`src/rtl/rv32i_mc_ctrl_pkg.sv`:
```
// Shared types for the multi-cycle RV32I controller: ALU op codes, opcodes, FSM states,
// write-back selects and the small decode helpers used by the controller and its decoder.
package rv32i_mc_ctrl_pkg;

  typedef enum logic [3:0] {
    ALU_ADD    = 4'd0,
    ALU_SUB    = 4'd1,
    ALU_SLL    = 4'd2,
    ALU_SLT    = 4'd3,
    ALU_XOR    = 4'd4,
    ALU_SLTU   = 4'd5,
    ALU_SRL    = 4'd6,
    ALU_SRA    = 4'd7,
    ALU_OR     = 4'd8,
    ALU_AND    = 4'd9,
    ALU_PASS_B = 4'd10
  } alu_op_e;

  localparam logic [6:0] OPC_OP     = 7'b0110011;
  localparam logic [6:0] OPC_OP_IMM = 7'b0010011;
  localparam logic [6:0] OPC_LOAD   = 7'b0000011;
  localparam logic [6:0] OPC_STORE  = 7'b0100011;
  localparam logic [6:0] OPC_BRANCH = 7'b1100011;
  localparam logic [6:0] OPC_JAL    = 7'b1101111;
  localparam logic [6:0] OPC_JALR   = 7'b1100111;
  localparam logic [6:0] OPC_LUI    = 7'b0110111;
  localparam logic [6:0] OPC_AUIPC  = 7'b0010111;

  typedef enum logic [2:0] {
    S_FETCH, S_DECODE, S_EXEC, S_MEM, S_BR, S_WB, S_TRAP
  } ctrl_state_e;

  typedef enum logic [1:0] {
    WB_ALUOUT = 2'd0,
    WB_MEM    = 2'd1,
    WB_PC4    = 2'd2
  } wb_sel_e;

  // alt selects the SUB/SRA flavour of the shared funct3 groups
  function automatic alu_op_e funct3_to_op(input logic [2:0] f3, input logic alt);
    alu_op_e op;
    case (f3)
      3'b000:  op = alt ? ALU_SUB : ALU_ADD;
      3'b001:  op = ALU_SLL;
      3'b010:  op = ALU_SLT;
      3'b011:  op = ALU_SLTU;
      3'b100:  op = ALU_XOR;
      3'b101:  op = alt ? ALU_SRA : ALU_SRL;
      3'b110:  op = ALU_OR;
      default: op = ALU_AND;
    endcase
    return op;
  endfunction

  function automatic logic branch_taken(input logic [2:0] f3, input logic [31:0] res);
    logic tk;
    case (f3)
      3'b000:         tk = (res == 32'd0);
      3'b001:         tk = (res != 32'd0);
      3'b100, 3'b110: tk = res[0];
      default:        tk = ~res[0];
    endcase
    return tk;
  endfunction

endpackage

```
`src/rtl/rv32i_mc_ctrl_if.sv`:
```
// Memory request/response handshake between the controller (master) and the memory side.
interface rv32i_mc_ctrl_if;
  logic        mem_req;
  logic        mem_we;
  logic        mem_addr_sel;
  logic [31:0] mem_rdata;
  logic        mem_valid;

  modport master (output mem_req, mem_we, mem_addr_sel, input mem_rdata, mem_valid);
  modport slave  (input mem_req, mem_we, mem_addr_sel, output mem_rdata, mem_valid);
endinterface

```
`src/rtl/rv32i_mc_ctrl_alu_dec.sv`:
```
// Combinational decode of opcode/funct3/funct7 into the ALU operation for EXEC,
// flagging any encoding the controller does not support.
module rv32i_mc_ctrl_alu_dec
  import rv32i_mc_ctrl_pkg::*;
(
  input  logic [6:0] opcode_i,
  input  logic [2:0] funct3_i,
  input  logic [6:0] funct7_i,
  output alu_op_e    alu_op_o,
  output logic       illegal_o
);

  always_comb begin
    alu_op_o  = ALU_ADD;
    illegal_o = 1'b0;
    case (opcode_i)
      OPC_OP: begin
        if (funct7_i == 7'b0000000) begin
          alu_op_o = funct3_to_op(funct3_i, 1'b0);
        end else if (funct7_i == 7'b0100000 && (funct3_i == 3'b000 || funct3_i == 3'b101)) begin
          alu_op_o = funct3_to_op(funct3_i, 1'b1);
        end else begin
          illegal_o = 1'b1;
        end
      end
      // immediates never subtract; only the shift-right group looks at funct7
      OPC_OP_IMM: alu_op_o = funct3_to_op(funct3_i, (funct3_i == 3'b101) && funct7_i[5]);
      OPC_LOAD:   illegal_o = (funct3_i == 3'b011) || (funct3_i[2:1] == 2'b11);
      OPC_STORE:  illegal_o = funct3_i[2] || (funct3_i == 3'b011);
      OPC_BRANCH: begin
        case (funct3_i)
          3'b000, 3'b001: alu_op_o = ALU_SUB;
          3'b100, 3'b101: alu_op_o = ALU_SLT;
          3'b110, 3'b111: alu_op_o = ALU_SLTU;
          default:        illegal_o = 1'b1;
        endcase
      end
      OPC_JALR:            illegal_o = (funct3_i != 3'b000);
      OPC_JAL, OPC_AUIPC:  alu_op_o = ALU_ADD;
      OPC_LUI:             alu_op_o = ALU_PASS_B;
      default:             illegal_o = 1'b1;
    endcase
  end

endmodule

```
`src/rtl/rv32i_mc_ctrl.sv`:
```
// Multi-cycle RV32I control FSM: fetches over the req/valid handshake, latches the IR and
// sequences EXEC/MEM/BR/WB, steering the datapath selects and strobes.
module rv32i_mc_ctrl
  import rv32i_mc_ctrl_pkg::*;
#(
  parameter int unsigned MEM_WAIT_MAX = 16
) (
  input  logic                   clk,
  input  logic                   rst,
  rv32i_mc_ctrl_if.master        mem,
  input  logic [31:0]            alu_res_i,
  output logic [31:0]            ir_o,
  output logic [3:0]             alu_ctrl_o,
  output logic                   alu_a_sel_o,
  output logic                   alu_b_sel_o,
  output logic                   aluout_we_o,
  output logic                   rf_we_o,
  output logic [1:0]             wb_sel_o,
  output logic                   pc_we_o,
  output logic                   pc_sel_o,
  output logic                   illegal_o,
  output logic                   timeout_o
);

  localparam int unsigned WAIT_W = (MEM_WAIT_MAX > 0) ? $clog2(MEM_WAIT_MAX + 1) : 1;
  localparam logic [WAIT_W-1:0] WAIT_SAT  = WAIT_W'(MEM_WAIT_MAX);
  localparam logic [WAIT_W-1:0] WAIT_LAST = WAIT_W'(MEM_WAIT_MAX - 1);

  ctrl_state_e       state_q, state_d;
  logic [31:0]       ir_q;
  logic              taken_q, illegal_q, timeout_q;
  logic [WAIT_W-1:0] wait_cnt_q;
  logic              req_d, we_d, addr_sel_d, ir_we;
  alu_op_e           dec_op;
  logic              dec_illegal;

  logic [6:0] opcode;
  logic [2:0] funct3;
  logic is_op, is_branch, is_load, is_store, is_jal, is_jalr, is_auipc;

  assign opcode    = ir_q[6:0];
  assign funct3    = ir_q[14:12];
  assign is_op     = (opcode == OPC_OP);
  assign is_branch = (opcode == OPC_BRANCH);
  assign is_load   = (opcode == OPC_LOAD);
  assign is_store  = (opcode == OPC_STORE);
  assign is_jal    = (opcode == OPC_JAL);
  assign is_jalr   = (opcode == OPC_JALR);
  assign is_auipc  = (opcode == OPC_AUIPC);

  rv32i_mc_ctrl_alu_dec u_alu_dec (
    .opcode_i  (opcode),
    .funct3_i  (funct3),
    .funct7_i  (ir_q[31:25]),
    .alu_op_o  (dec_op),
    .illegal_o (dec_illegal)
  );

  always_ff @(posedge clk or posedge rst) begin
    if (rst) begin
      state_q    <= S_FETCH;
      ir_q       <= '0;
      taken_q    <= 1'b0;
      illegal_q  <= 1'b0;
      timeout_q  <= 1'b0;
      wait_cnt_q <= '0;
    end else begin
      state_q <= state_d;
      if (ir_we) ir_q <= mem.mem_rdata;
      if (state_q == S_EXEC) taken_q <= branch_taken(funct3, alu_res_i);
      if (state_q == S_DECODE && dec_illegal) illegal_q <= 1'b1;
      // consecutive unanswered request cycles; the access keeps waiting after timeout
      if (req_d && !mem.mem_valid) begin
        if (wait_cnt_q != WAIT_SAT) wait_cnt_q <= wait_cnt_q + WAIT_W'(1);
        if (MEM_WAIT_MAX != 0 && wait_cnt_q == WAIT_LAST) timeout_q <= 1'b1;
      end else begin
        wait_cnt_q <= '0;
      end
    end
  end

  always_comb begin
    state_d     = state_q;
    req_d       = 1'b0;
    we_d        = 1'b0;
    addr_sel_d  = 1'b0;
    ir_we       = 1'b0;
    alu_ctrl_o  = ALU_ADD;
    alu_a_sel_o = 1'b0;
    alu_b_sel_o = 1'b0;
    aluout_we_o = 1'b0;
    rf_we_o     = 1'b0;
    wb_sel_o    = WB_ALUOUT;
    pc_we_o     = 1'b0;
    pc_sel_o    = 1'b0;
    case (state_q)
      S_FETCH: begin
        req_d = 1'b1;
        if (mem.mem_valid) begin
          ir_we   = 1'b1;
          state_d = S_DECODE;
        end
      end
      S_DECODE: state_d = dec_illegal ? S_TRAP : S_EXEC;
      S_EXEC: begin
        alu_ctrl_o  = dec_op;
        alu_a_sel_o = is_jal || is_auipc;
        alu_b_sel_o = !(is_op || is_branch);
        aluout_we_o = !is_branch;
        if (is_load || is_store) state_d = S_MEM;
        else if (is_branch)      state_d = S_BR;
        else                     state_d = S_WB;
      end
      S_MEM: begin
        req_d      = 1'b1;
        addr_sel_d = 1'b1;
        we_d       = is_store;
        if (mem.mem_valid) begin
          pc_we_o = is_store;
          state_d = is_store ? S_FETCH : S_WB;
        end
      end
      // target PC+imm; the ALUOut strobe tells the datapath to take it on a taken branch
      S_BR: begin
        alu_a_sel_o = 1'b1;
        alu_b_sel_o = 1'b1;
        pc_we_o     = 1'b1;
        aluout_we_o = taken_q;
        state_d     = S_FETCH;
      end
      S_WB: begin
        rf_we_o  = 1'b1;
        pc_we_o  = 1'b1;
        pc_sel_o = is_jal || is_jalr;
        if (is_load)                wb_sel_o = WB_MEM;
        else if (is_jal || is_jalr) wb_sel_o = WB_PC4;
        else                        wb_sel_o = WB_ALUOUT;
        state_d = S_FETCH;
      end
      S_TRAP:  state_d = S_TRAP;
      default: state_d = S_FETCH;
    endcase
  end

  // reset withdraws any outstanding access immediately, not at the next edge
  assign mem.mem_req      = req_d & ~rst;
  assign mem.mem_we       = we_d & ~rst;
  assign mem.mem_addr_sel = addr_sel_d & ~rst;

  assign ir_o      = ir_q;
  assign illegal_o = illegal_q;
  assign timeout_o = timeout_q;

endmodule
```
`src/flat_wrapper.sv`:
```
// flat-port wrapper written by rule: the top's interface ports become plain ports
module rv32i_mc_ctrl_flat import rv32i_mc_ctrl_pkg::*;
#(
  parameter int unsigned MEM_WAIT_MAX = 16
)
  (clk, rst, alu_res_i, ir_o, alu_ctrl_o, alu_a_sel_o, alu_b_sel_o, aluout_we_o, rf_we_o, wb_sel_o, pc_we_o, pc_sel_o, illegal_o, timeout_o, mem_mem_req, mem_mem_we, mem_mem_addr_sel, mem_mem_rdata, mem_mem_valid);
  rv32i_mc_ctrl_if mem_i ();
  input  logic clk;
  input  logic rst;
  input  logic [31:0] alu_res_i;
  output logic [31:0] ir_o;
  output logic [3:0] alu_ctrl_o;
  output logic alu_a_sel_o;
  output logic alu_b_sel_o;
  output logic aluout_we_o;
  output logic rf_we_o;
  output logic [1:0] wb_sel_o;
  output logic pc_we_o;
  output logic pc_sel_o;
  output logic illegal_o;
  output logic timeout_o;
  output wire logic [$bits(mem_i.mem_req)-1:0] mem_mem_req;
  output wire logic [$bits(mem_i.mem_we)-1:0] mem_mem_we;
  output wire logic [$bits(mem_i.mem_addr_sel)-1:0] mem_mem_addr_sel;
  input wire logic [$bits(mem_i.mem_rdata)-1:0] mem_mem_rdata;
  input wire logic [$bits(mem_i.mem_valid)-1:0] mem_mem_valid;
  assign mem_mem_req = mem_i.mem_req;
  assign mem_mem_we = mem_i.mem_we;
  assign mem_mem_addr_sel = mem_i.mem_addr_sel;
  assign mem_i.mem_rdata = mem_mem_rdata;
  assign mem_i.mem_valid = mem_mem_valid;
  rv32i_mc_ctrl #(.MEM_WAIT_MAX(MEM_WAIT_MAX)) u_core (.clk(clk), .rst(rst), .mem(mem_i), .alu_res_i(alu_res_i), .ir_o(ir_o), .alu_ctrl_o(alu_ctrl_o), .alu_a_sel_o(alu_a_sel_o), .alu_b_sel_o(alu_b_sel_o), .aluout_we_o(aluout_we_o), .rf_we_o(rf_we_o), .wb_sel_o(wb_sel_o), .pc_we_o(pc_we_o), .pc_sel_o(pc_sel_o), .illegal_o(illegal_o), .timeout_o(timeout_o));
endmodule
```
`config.mk`:
```
export PLATFORM = sky130hd
export DESIGN_NAME = rv32i_mc_ctrl_flat
export DESIGN_NICKNAME = d
export VERILOG_FILES = /design/src/rtl/rv32i_mc_ctrl_pkg.sv /design/src/rtl/rv32i_mc_ctrl_if.sv /design/src/rtl/rv32i_mc_ctrl_alu_dec.sv /design/src/rtl/rv32i_mc_ctrl.sv /design/src/flat_wrapper.sv
export SDC_FILE = /design/constraint.sdc
export NUM_CORES = 1
export LEC_CHECK = 0
export ABC_AREA = 1
export BUFFER_PORTS_ARGS = -buffer_cell sky130_fd_sc_hd__buf_2
export CAP_MARGIN = 30
export CORE_MARGIN = 2
export CORE_UTILIZATION = 43
export CTS_CLUSTER_SIZE = 40
export DETAILED_ROUTE_END_ITERATION = 6
export MAX_ROUTING_LAYER = met4
export PLACE_DENSITY_LB_ADDON = 0.08
export SYNTH_ARGS = -nofsm -noshare
export SYNTH_HDL_FRONTEND = slang
export SYNTH_SLANG_ARGS = --single-unit
```
`constraint.sdc`:
```
create_clock -name clk -period 1.6 [get_ports clk]
set_input_delay 0.48 -clock clk [delete_from_list [all_inputs] [get_ports clk]]
set_output_delay 0.48 -clock clk [all_outputs]
set_load 0.005 [all_outputs]
```
---- Word-level counts from Yosys, hierarchy flattened ----
Index checks and enable logic that the tools add are counted.
storage, ports and cells
  word-level logic and storage cells ...... 110
  bits in registers ....................... 43
  output and inout port bits .............. 49
  input bits .............................. 67
cells by class
  reduce and logical (&&, ||, !) cells .... 30
  bitwise gates (word level) .............. 5
  equal/unequal tests ..................... 29
  $add $sub $neg .......................... 1
  mux-type cells .......................... 39
operators with widths
  kind                  number
  $pmux W4 S7           3
  $logic_not A32 Y1     1
  $reduce_bool A32 Y1   1
  $eq A7 B6 Y1 const B  4
  $eq A3 B3 Y1 const B  7
  $eq A7 B7 Y1 const B  3
  $pmux W4 S4           1
  $mux W3               5
  $pmux W3 S5           1
  $eq A7 B5 Y1 const B  2
  $mux W1               14
  $eq A3 B2 Y1 const B  4
  $mux W4               3
  $reduce_or A2 Y1      6
  $mux W5               2
  $pmux W3 S3           1
  $pmux W1 S2           4
  $eq A7 B2 Y1 const B  1
  $logic_not A7 Y1      1
  $logic_or A1 B1 Y1    7
  $eq A3 B1 Y1 const B  2
  $logic_not A3 Y1      2
  $mux W2               3
  $ne A2 B2 Y1 const B  3
  other kinds (14)      23

---- Depth between registers and ports, before layout ----
Gate-level depths: netlist (run 1).
  depth after elaboration ................. 8
  mapped depth ............................ 11
  mapped depth without buffers ............ 11

---- Modules after synthesis ----
Synthesis (run 1) repeated with hierarchy kept, for this count alone.
unflattened totals
  cells, all modules ...................... 306
  area, all modules ....................... 2,615.0 µm²
modules (own cells, without submodules)
  module                 seq. area each (µm²)  instances  cells an instance  area each (µm²)
  rv32i_mc_ctrl          1,076.0               1          223                2,194.6
  rv32i_mc_ctrl_alu_dec  0.0                   1          83                 420.4

---- Worst setup path after synthesis (run 1) ----
No wires, ideal clock.
  kind .................................... register -> output
  start point ............................. reg u_core.ir_q[14] (netlist: u_core.ir_o[14])
  end point ............................... out alu_ctrl_o[0]
  buffers on the path ..................... 0
  stages on the path, launching flop included .. 8
  required time ........................... 1.120 ns
  data arrival time ....................... 1.181 ns
  setup slack ............................. -0.061 ns
  cell sequence ........................... dfrtp_1 -> nor2_1 -> nand2_1 -> nand3_1 -> nand3_1 -> a211oi_1 -> nor2_1 -> nor2_1
on the way
  cells in the longest elaborated chain, start to end .. 7
  elaborated cells between the ends (all ways) .. 24
  those cells by class .................... eq/ne: 7; mux: 10; reduce/logical: 7
RTL lines
  what                                                 RTL line                     RTL
  start: declaration                                   rv32i_mc_ctrl.sv:30          logic [31:0] ir_q;
  start signal: assignment                             rv32i_mc_ctrl.sv:69          if (ir_we) ir_q <= mem.mem_rdata;
  branches (longest 5 deep; another with $pmux W4 S7)  n/a
  $pmux W4 S4 (*)                                      rv32i_mc_ctrl_alu_dec.sv:16  case (opcode_i)
  $mux W4 (*)                                          rv32i_mc_ctrl.sv:96          case (state_q)
  end: declaration                                     flat_wrapper.sv:12           output logic [3:0] alu_ctrl_o;
Mark *: on every way between the ends.

---- Worst setup path after layout (run 1) ----
  start point ............................. reg u_core.ir_q[2] (netlist: u_core.ir_o[2])
  end point ............................... out alu_ctrl_o[0]
on the way
  cells in the longest elaborated chain, start to end .. 3
  elaborated cells between the ends (all ways) .. 6
  those cells by class .................... eq/ne: 4; mux: 2
RTL lines
  what                                  RTL line
  $eq A7 B6 Y1 (tied with other cells)  rv32i_mc_ctrl_alu_dec.sv:16
  $pmux W4 S4 (*)                       rv32i_mc_ctrl_alu_dec.sv:16
  $mux W4 (*)                           rv32i_mc_ctrl.sv:96
Every way passes the cells marked *; elsewhere a longest branch is shown, timed or not.

==> flow_metrics.env, run 1 <==
export IMPL_outcome="finished with violations"
export IMPL_failed_checks="setup timing"
export IMPL_internal_power_uw=4820
export IMPL_drtPass1Iterations=4
export IMPL_nets=585
export IMPL_post_route_min_period_ns=2.19
export IMPL_ant_nets=0
export IMPL_reg2reg_depth=16
export IMPL_clockBufferDepth=2
export IMPL_drtIter0Drc=113
export IMPL_synth_cells=296
export IMPL_r2r_start="u_core.ir_o[5]"
export IMPL_cp_arrival_ns=1.71
export IMPL_routabilityCongestion=0.860
export IMPL_antenna_found_initial=0
export IMPL_grt_max_degree=44
export IMPL_setup_viol=49
export IMPL_max_freq_mhz=456
export IMPL_rrSetupSlack_ns=-0.47
export IMPL_clkPwrFrac_pct=9.4
export IMPL_cp_data_required_time_ns=1.12
export IMPL_syn_nets=366
export IMPL_synth_area_per_cell_um2=8.73
export IMPL_p_comb_share_pct=66.0
export IMPL_async_flop_share_pct=100
export IMPL_end_kind="output pin"
export IMPL_die_h_um=81.5
export IMPL_highest_layer="met4"
export IMPL_vias=2914
export IMPL_drive_gt1_share_pct=65.7
export IMPL_fin_ws_ns=-0.591
export IMPL_finClkSkew_ns=0.00660
export IMPL_grt_pass1_wl_um=11600
export IMPL_cts_htree_levels=2
export IMPL_numCtsBuffers=5
export IMPL_clk_latency_ns=0.30
export IMPL_num_fill_cells=405
export IMPL_startpoint="u_core.ir_o[2]"
export IMPL_syn_cell_area_mm2=0.00258
export IMPL_route_met3_wl_um=472
export IMPL_post_route_period_util_pct=137
export IMPL_mostFrequentLayoutCell="buf_2"
export IMPL_power_density_mw_per_mm2=1740
export IMPL_fin_cells=591
export IMPL_max_slew_worst_pin_slew_ns=0.299
export IMPL_fin_area_mm2=0.00456
export IMPL_vias_per_cell=4.93
export IMPL_clk_pin_slew_worst_paths_ns=0.09
export IMPL_ys_seq_area_share_pct=41.6
export IMPL_cts_root_buf="clkbuf_8"
export IMPL_seq_area_mm2=0.00108
export IMPL_yosys_warnings=0
export IMPL_power_frac_seq_pct=24.6
export IMPL_core_mm2=0.00585
export IMPL_fin_hold_ws_ns=0.237
export IMPL_synth_top_area_share_pct=41.6
export IMPL_hold_viol_final=0
export IMPL_yosysUniqueCellTypes=36
export IMPL_dr_wl_met2_um=4510
export IMPL_most_common_layout_cells="115 x buf_2, 73 x buf_4, 41 x dfrtp_1, 38 x nand2_1, 31 x nor2_1"
export IMPL_slew_headroom_pct=79.8
export IMPL_dpl_instance_area_mm2=0.00366
export IMPL_initial_core_util_pct=44.2
export IMPL_ys_ff_latch=43
export IMPL_drc_errors=0
export IMPL_ir_drop_uv=1090
export IMPL_placed_cells=537
export IMPL_gr_total_overflow=0
export IMPL_worstSetupStartpointType="flop"
export IMPL_crit_path_end="alu_ctrl_o[0]"
export IMPL_num_rows=28
export IMPL_hpwl_um=5090
export IMPL_rsz0062_at_grt="true"
export IMPL_cts_tree="done"
export IMPL_met1_length_um=3350
export IMPL_wl_um=8500
export IMPL_hp_class="input pin to asynchronous set/reset pin"
export IMPL_slew_viol_final=0
export IMPL_synth_top_area_cell="dfrtp_1"
export IMPL_grt_use_total_pct=23.3
export IMPL_yosys_most_used_dff="dfrtp_1"
export IMPL_num_antenna_cells=0
export IMPL_p_leak_uw=0.00242
export IMPL_rr_endpoint="u_core.state_q[2]"
export IMPL_path_class="flop to output pin"
export IMPL_p_sw_share_pct=39.1
export IMPL_clock_sinks=43
export IMPL_first_global_vias=2666
export IMPL_p_total_uw=7920
export IMPL_cp_max_fo=4
export IMPL_drt_wirelength_per_cell_um=14.4
export IMPL_multi_input_comb_area_mm2=0.00161
export IMPL_die_w_um=81.5
export IMPL_drv_cap=0
export IMPL_area_growth_pct=76.4
export IMPL_die_area_mm2=0.00664
export IMPL_synthTopCellsByArea="dfrtp_1 42%, mux2_4 12%, nand2_1 8.3%"
export IMPL_synth_edff_count=0
export IMPL_numPortBuffers=115
export IMPL_io_pins=116
export IMPL_p_sw_uw=3090
==> power by group through the flow <==
stage / combinational (µW) / clock [µW] / sequential (µW)
final: 5220 / 743 / 1950
after global routing: 5580 / 824 / 2010
after CTS: 4290 / 761 / 1920
after detailed placement: 3610 / 0 / 1910
after global placement: 3540 / 0 / 1890
after floorplan: 1820 / 0 / 2000
==> flip-flops by register name (all words and copies together) (netlist names) <==
| signal | flops |
|---|---|
| u_core.timeout_o | 1 |
| u_core.state_q | 3 |
| u_core.ir_o | 32 |
| u_core.wait_cnt_q | 5 |
| u_core.taken_q | 1 |
| u_core.illegal_o | 1 |
==> Yosys cell counts, types with 5 or more instances <==
library cell,n
dfrtp_1,43
nand2_2,8
nand3_1,11
a21oi_1,6
nor3_1,5
mux2_4,20
nor2_2,7
o21ai_0,21
nor2_1,43
inv_2,8
inv_1,27
nand2_1,57
==> critical path, stage by stage (launching register included) <==
cell and delay [ns]:
dfrtp_1 0.44, inv_2 0.14, nand2_4 0.08, nor2_8 0.15, nand2_4 0.11, o22ai_2 0.21, nor2_1 0.07, nor2_1 0.09
buf_2 0.12
==> layout make-up <==
type / instances / share of cell area, %
Clock buffer: 7 / 1.89
Clock inverter: 1 / 0.192
Inverter: 37 / 3.21
Multi-Input combinational cell: 212 / 35.3
Sequential cell: 43 / 23.7
Tap cell: 75 / 2.06
Timing Repair Buffer: 216 / 33.7
==> stage by stage <==
step	TNS (ns)	utilization [%]	setup WS, ns
final	-9.36	77.9	-0.591
after global routing	-12.85	77.9	-0.689
after CTS	-6.10	71.2	-0.483
after detailed placement	-1.52	62.6	-0.234
after global placement	-1.22	62.6	-0.185
after floorplan	-0.0871	-	-0.0413
==> worst min path at each step <==
stage | cells after the start | to
2_1_floorplan | 2 | u_core.taken_q
3_3_place_gp | 1 | u_core.timeout_o
3_5_place_dp | 2 | u_core.illegal_o
4_1_cts | 3 | u_core.timeout_o
5_1_grt | 3 | u_core.timeout_o
6_report | 3 | u_core.timeout_o
==> routing by layer <==
layer	GRT usage [%]	vias to the layer above
met5	-	-
li1	-	1402
met3	4.62	17
met4	8.31	0
met2	40.9	112
met1	26.4	1383
==> kinds of logic after synthesis <==
logic type	Yosys count	synth area share, %
flip-flops	43	41.6
AND/OR/NAND/NOR	144	27.2
multiplexers	22	12.5
adder cells (fa/ha/maj)	3	1.45
XOR/XNOR	2	0.678
AO/OA/AOI/OAI	41	9.25
buffers and inverters	41	7.31
==> what timing repair did <==
item,4_1_cts,5_1_grt
buffers inserted,28,14
hold buffers,0,0
gates resized for setup,52,62
pin swaps,24,23
endpoints found under the hold margin,0,0
cloned,0,4
endpoints found under the setup margin,16,52
Note: power is estimated with default switching activity, not from simulation.
==> inputs of run 2 (changes only) <==
Settings changed: SETUP_SLACK_MARGIN set to 0.02.
==> flow_metrics.env, run 2 (synthesized netlist as in run 1, its figures left out) <==
export IMPL_area_growth_pct=66.5
export IMPL_post_route_period_util_pct=133
export IMPL_cpMaxStageDelayCell="dfrtp_1"
export IMPL_drv_cap=0
export IMPL_failed_checks="setup timing"
export IMPL_die_w_um=81.5
export IMPL_max_freq_mhz=469
export IMPL_routabilityCongestion=0.844
export IMPL_hold_viol_final=0
export IMPL_initial_core_util_pct=44.2
export IMPL_grt_use_total_pct=22.2
export IMPL_worstSetupStartpointType="flop"
export IMPL_path_class="flop to output pin"
export IMPL_drc_errors=0
export IMPL_end_kind="output pin"
export IMPL_cp_data_required_time_ns=1.12
export IMPL_most_common_layout_cells="115 x buf_2, 58 x buf_4, 39 x dfrtp_1, 34 x nand2_1, 33 x nor2_1"
export IMPL_clk_pin_slew_worst_paths_ns=0.09
export IMPL_p_leak_uw=0.00226
export IMPL_cp_max_fo=5
export IMPL_largest_reg_flops=32
export IMPL_drive_gt1_share_pct=64.1
export IMPL_post_route_min_period_ns=2.13
export IMPL_mostFrequentLayoutCell="buf_2"
export IMPL_numPortBuffers=115
export IMPL_die_h_um=81.5
export IMPL_grt_max_degree=32
export IMPL_finClkSkew_ns=0.00840
export IMPL_num_antenna_cells=0
export IMPL_outcome="finished with violations"
export IMPL_numCtsBuffers=5
export IMPL_first_global_vias=2556
export IMPL_max_slew_worst_pin_slew_ns=0.395
export IMPL_worst_path_largest_cell_delay_ns=0.42
export IMPL_drt_wirelength_per_cell_um=12.9
export IMPL_slew_viol_final=0
export IMPL_p_total_uw=7320
export IMPL_placed_cells=539
export IMPL_fin_cells=573
export IMPL_nets=567
export IMPL_ir_drop_uv=1050
export IMPL_hp_class="input pin to asynchronous set/reset pin"
export IMPL_cts_root_buf="clkbuf_8"
export IMPL_ant_nets=0
export IMPL_wl_um=7380
export IMPL_vias=2716
export IMPL_core_mm2=0.00585
export IMPL_drtPass1Iterations=4
export IMPL_clock_sinks=43
export IMPL_gr_total_overflow=0
export IMPL_io_pins=116
export IMPL_cts_htree_levels=2
export IMPL_drtIter0Drc=73
export IMPL_hpwl_um=5060
export IMPL_clk_latency_ns=0.29
export IMPL_cp_cell_sequence="nand2_4, inv_4, nand2_4, nor2_4, nand3_2, nand2_2, o211ai_1, a31oi_1, buf_2"
export IMPL_vias_per_cell=4.74
export IMPL_die_area_mm2=0.00664
export IMPL_antenna_found_initial=0
export IMPL_grt_pass1_wl_um=11200
export IMPL_num_rows=28
export IMPL_fin_hold_ws_ns=0.214
export IMPL_setup_viol=40
export IMPL_clockBufferDepth=2
export IMPL_cts_tree="done"
export IMPL_rsz0062_at_grt="true"
export IMPL_slew_headroom_pct=73.7
export IMPL_cp_arrival_ns=1.65
export IMPL_cpMostUsedCell="nand2_4"
export IMPL_power_density_mw_per_mm2=1700
export IMPL_fin_ws_ns=-0.533
==> run 2: path summary, 6_finish.rpt <==
path                                  startpoint           endpoint  cells past startpoint  slack [ns]
worst max-delay path              u_core.ir_o[1]      alu_ctrl_o[1]                      9       -0.53
worst min-delay path                         rst  u_core.state_q[1]                      3        0.21
worst max register to register    u_core.ir_o[1]  u_core.state_q[2]                     14       -0.22
worst min register to register  u_core.timeout_o   u_core.timeout_o                      1        0.47
max in group asynchronous                    rst    u_core.ir_o[14]                      3        0.97
min in group clk                mem_mem_rdata[6]     u_core.ir_o[6]                      3        0.39
==> run 2: area by class of cell <==
class	instances	area, µm²
inverters	37	146
multi-input cells	212	1540
well taps	75	93.8
clock inverters	2	12.5
flip-flops and latches	43	1080
clock buffers	6	72.6
fillers	453	1550
repair buffers	198	1360
==> run 2: stage by stage <==
stage	util, %	instance area, µm²	setup slack, ns	setup TNS [ns]
2_1_floorplan	-	2600	-0.0329	-0.0798
3_3_place_gp	62.7	3670	-0.166	-1.01
3_5_place_dp	62.7	3670	-0.198	-1.35
4_1_cts	69.9	4090	-0.489	-7.11
5_1_grt	73.5	4300	-0.635	-11.57
6_report	73.5	4300	-0.533	-8.28
==> run 2: power by group <==
part / switching [µW] / leakage [µW] / internal, µW
logic: 2090 / 0.00170 / 2570
registers: 393 / 0.000520 / 1570
clock network: 390 / 0.0000412 / 306
total: 2880 / 0.00226 / 4450
==> run 2: critical path: cells and delay by family, from the launching register on <==
family                 cells  cell delay, ns
AO/OA/AOI/OAI              2            0.24
buffers and inverters      2            0.21
flip-flops                 1            0.42
AND/OR/NAND/NOR            5            0.48
==> run 2: layer usage <==
| metal | track usage (%) | vias to the layer above | share of wire [%] |
|---|---|---|---|
| met5 | - | - | 0 |
| met2 | 39.8 | 101 | 51 |
| met1 | 26.6 | 1246 | 41 |
| li1 | - | 1361 | - |
| met3 | 3.96 | 8 | 6.8 |
| met4 | 3.56 | 0 | 1.0 |
==> run 2: repair_timing <==
item / CTS / global route
resized for setup: 53 / 52
hold buffers: 0 / 0
gates cloned: 1 / 1
pin swaps: 22 / 19
endpoints found under the setup margin: 24 / 53
hold endpoints to repair: 0 / 0
setup buffers: 19 / 8
==> inputs of run 3 (changes only) <==
Settings changed: CELL_PAD_IN_SITES_DETAIL_PLACEMENT set to 0, CELL_PAD_IN_SITES_GLOBAL_PLACEMENT set to 1, CORE_UTILIZATION 43 to 30.
==> flow_metrics.env, run 3 (synthesized netlist as in run 1, its figures left out) <==
export IMPL_vias_per_cell=4.40
export IMPL_placed_cells=570
export IMPL_outcome="finished with violations"
export IMPL_clock_sinks=43
export IMPL_area_growth_pct=81.5
export IMPL_worstSetupStartpointType="flop"
export IMPL_failed_checks="setup timing"
export IMPL_cp_max_fo=4
export IMPL_clk_latency_ns=0.30
export IMPL_die_area_mm2=0.00937
export IMPL_slew_viol_final=0
export IMPL_numCtsBuffers=5
export IMPL_die_h_um=96.8
export IMPL_most_common_layout_cells="112 x buf_2, 61 x buf_4, 40 x dfrtp_1, 33 x buf_6, 29 x nand2_1"
export IMPL_first_global_vias=2797
export IMPL_grt_max_degree=44
export IMPL_cts_htree_levels=2
export IMPL_post_route_period_util_pct=133
export IMPL_cp_arrival_ns=1.64
export IMPL_r2r_start="u_core.state_q[0]"
export IMPL_grt_use_total_pct=16.9
export IMPL_largest_reg_flops=32
export IMPL_fin_hold_ws_ns=0.231
export IMPL_fin_cells=620
export IMPL_finClkSkew_ns=0.0104
export IMPL_p_leak_uw=0.00245
export IMPL_io_pins=116
export IMPL_fin_ws_ns=-0.524
export IMPL_hold_viol_final=0
export IMPL_drt_wirelength_per_cell_um=12.6
export IMPL_initial_core_util_pct=31.1
export IMPL_hp_class="input pin to asynchronous set/reset pin"
export IMPL_use_met1_pct=21.4
export IMPL_slew_headroom_pct=80.5
export IMPL_grt_pass1_wl_um=12700
export IMPL_drive_gt1_share_pct=70.1
export IMPL_drc_errors=0
export IMPL_vias=2726
export IMPL_routabilityCongestion=0.881
export IMPL_use_met2_pct=27.6
export IMPL_setup_viol=51
export IMPL_startpoint="u_core.ir_o[6]"
export IMPL_hpwl_um=5460
export IMPL_path_class="flop to output pin"
export IMPL_top_usage_layer="met2"
export IMPL_antenna_found_initial=0
export IMPL_drtIter0Drc=62
export IMPL_drv_cap=0
export IMPL_cp_data_required_time_ns=1.12
export IMPL_nets=584
export IMPL_drtPass1Iterations=6
export IMPL_power_density_mw_per_mm2=1730
export IMPL_mostFrequentLayoutCell="buf_2"
export IMPL_die_w_um=96.8
export IMPL_max_slew_worst_pin_slew_ns=0.291
export IMPL_core_mm2=0.00830
export IMPL_num_antenna_cells=0
export IMPL_ant_nets=0
export IMPL_post_route_min_period_ns=2.12
export IMPL_rsz0062_at_grt="true"
export IMPL_grt_met3_usage_pct=2.96
export IMPL_gr_total_overflow=0
export IMPL_clockBufferDepth=2
export IMPL_num_fill_cells=785
export IMPL_cts_tree="done"
export IMPL_final_util_pct=56.5
export IMPL_p_total_uw=8130
export IMPL_fin_setup_tns_ns=-14.31
export IMPL_wl_um=7800
export IMPL_numPortBuffers=115
export IMPL_end_kind="output pin"
export IMPL_cts_root_buf="clkbuf_8"
export IMPL_ir_drop_uv=977
export IMPL_num_rows=33
export IMPL_max_freq_mhz=471
export IMPL_clk_pin_slew_worst_paths_ns=0.09
run 3: cell types whose count changed in the layout (fill, tap and decap cells not counted), sizes merged:
| cell | delta |
|---|---|
| inv | +2 |
| buf | +17 |
| clkinv | -2 |
run 3: area by class of cell:
class	count	area, µm²	share of cell area (%)
multi-input cells	212	1680	35.7
repair buffers	215	1570	33.4
well taps	105	131	2.80
flip-flops and latches	43	1080	23.0
inverters	37	153	3.26
clock buffers	6	72.6	1.55
clock inverters	2	12.5	0.267
run 3: power breakdown:
group,switching [µW],total [µW],internal (µW),leakage [µW]
combinational,2350,5470,3120,0.00189
clock,401,707,306,0.0000412
sequential,384,1950,1570,0.000521
total,3130,8130,5000,0.00245
run 3: path summary, 6_finish.rpt:
| kind | cells after the start | endpoint | slack, ns |
|---|---|---|---|
| max in group asynchronous | 3 | u_core.ir_o[13] | 1.15 |
| min in group clk | 3 | u_core.ir_o[5] | 0.37 |
| hold / removal | 3 | u_core.timeout_o | 0.23 |
| hold reg to reg | 1 | u_core.timeout_o | 0.48 |
| setup / recovery | 8 | alu_ctrl_o[1] | -0.52 |
| setup reg to reg | 9 | u_core.ir_o[21] | -0.30 |
run 3: per-layer routing:
layer / up-vias / share of wire, %
li1: 1397 / -
met1: 1234 / 44
met2: 88 / 50
met3: 7 / 4.8
met4: 0 / 1.2
met5: - / 0
run 3: through the flow:
stage	cell area, µm²	setup slack (ns)
CTS	4280	-0.506
global placement	3720	-0.210
finish	4690	-0.524
floorplan	2600	-0.0329
global route	4690	-0.607
detailed placement	3720	-0.214
run 3: repair_timing:
item / 4_1_cts / 5_1_grt
endpoints found under the setup margin: 30 / 54
buffers inserted: 35 / 17
hold buffers: 0 / 0
pin swaps: 17 / 23
resized for setup: 66 / 104
cloned: 0 / 1
run 3: worst max-delay path, cell delays in order (launching register included):
cell	delay, ns
dfrtp_1	0.40
inv_2	0.11
nand3_4	0.12
nor3_4	0.22
inv_2	0.07
nand2_2	0.08
o21ai_2	0.08
a31oi_1	0.14
buf_2	0.13
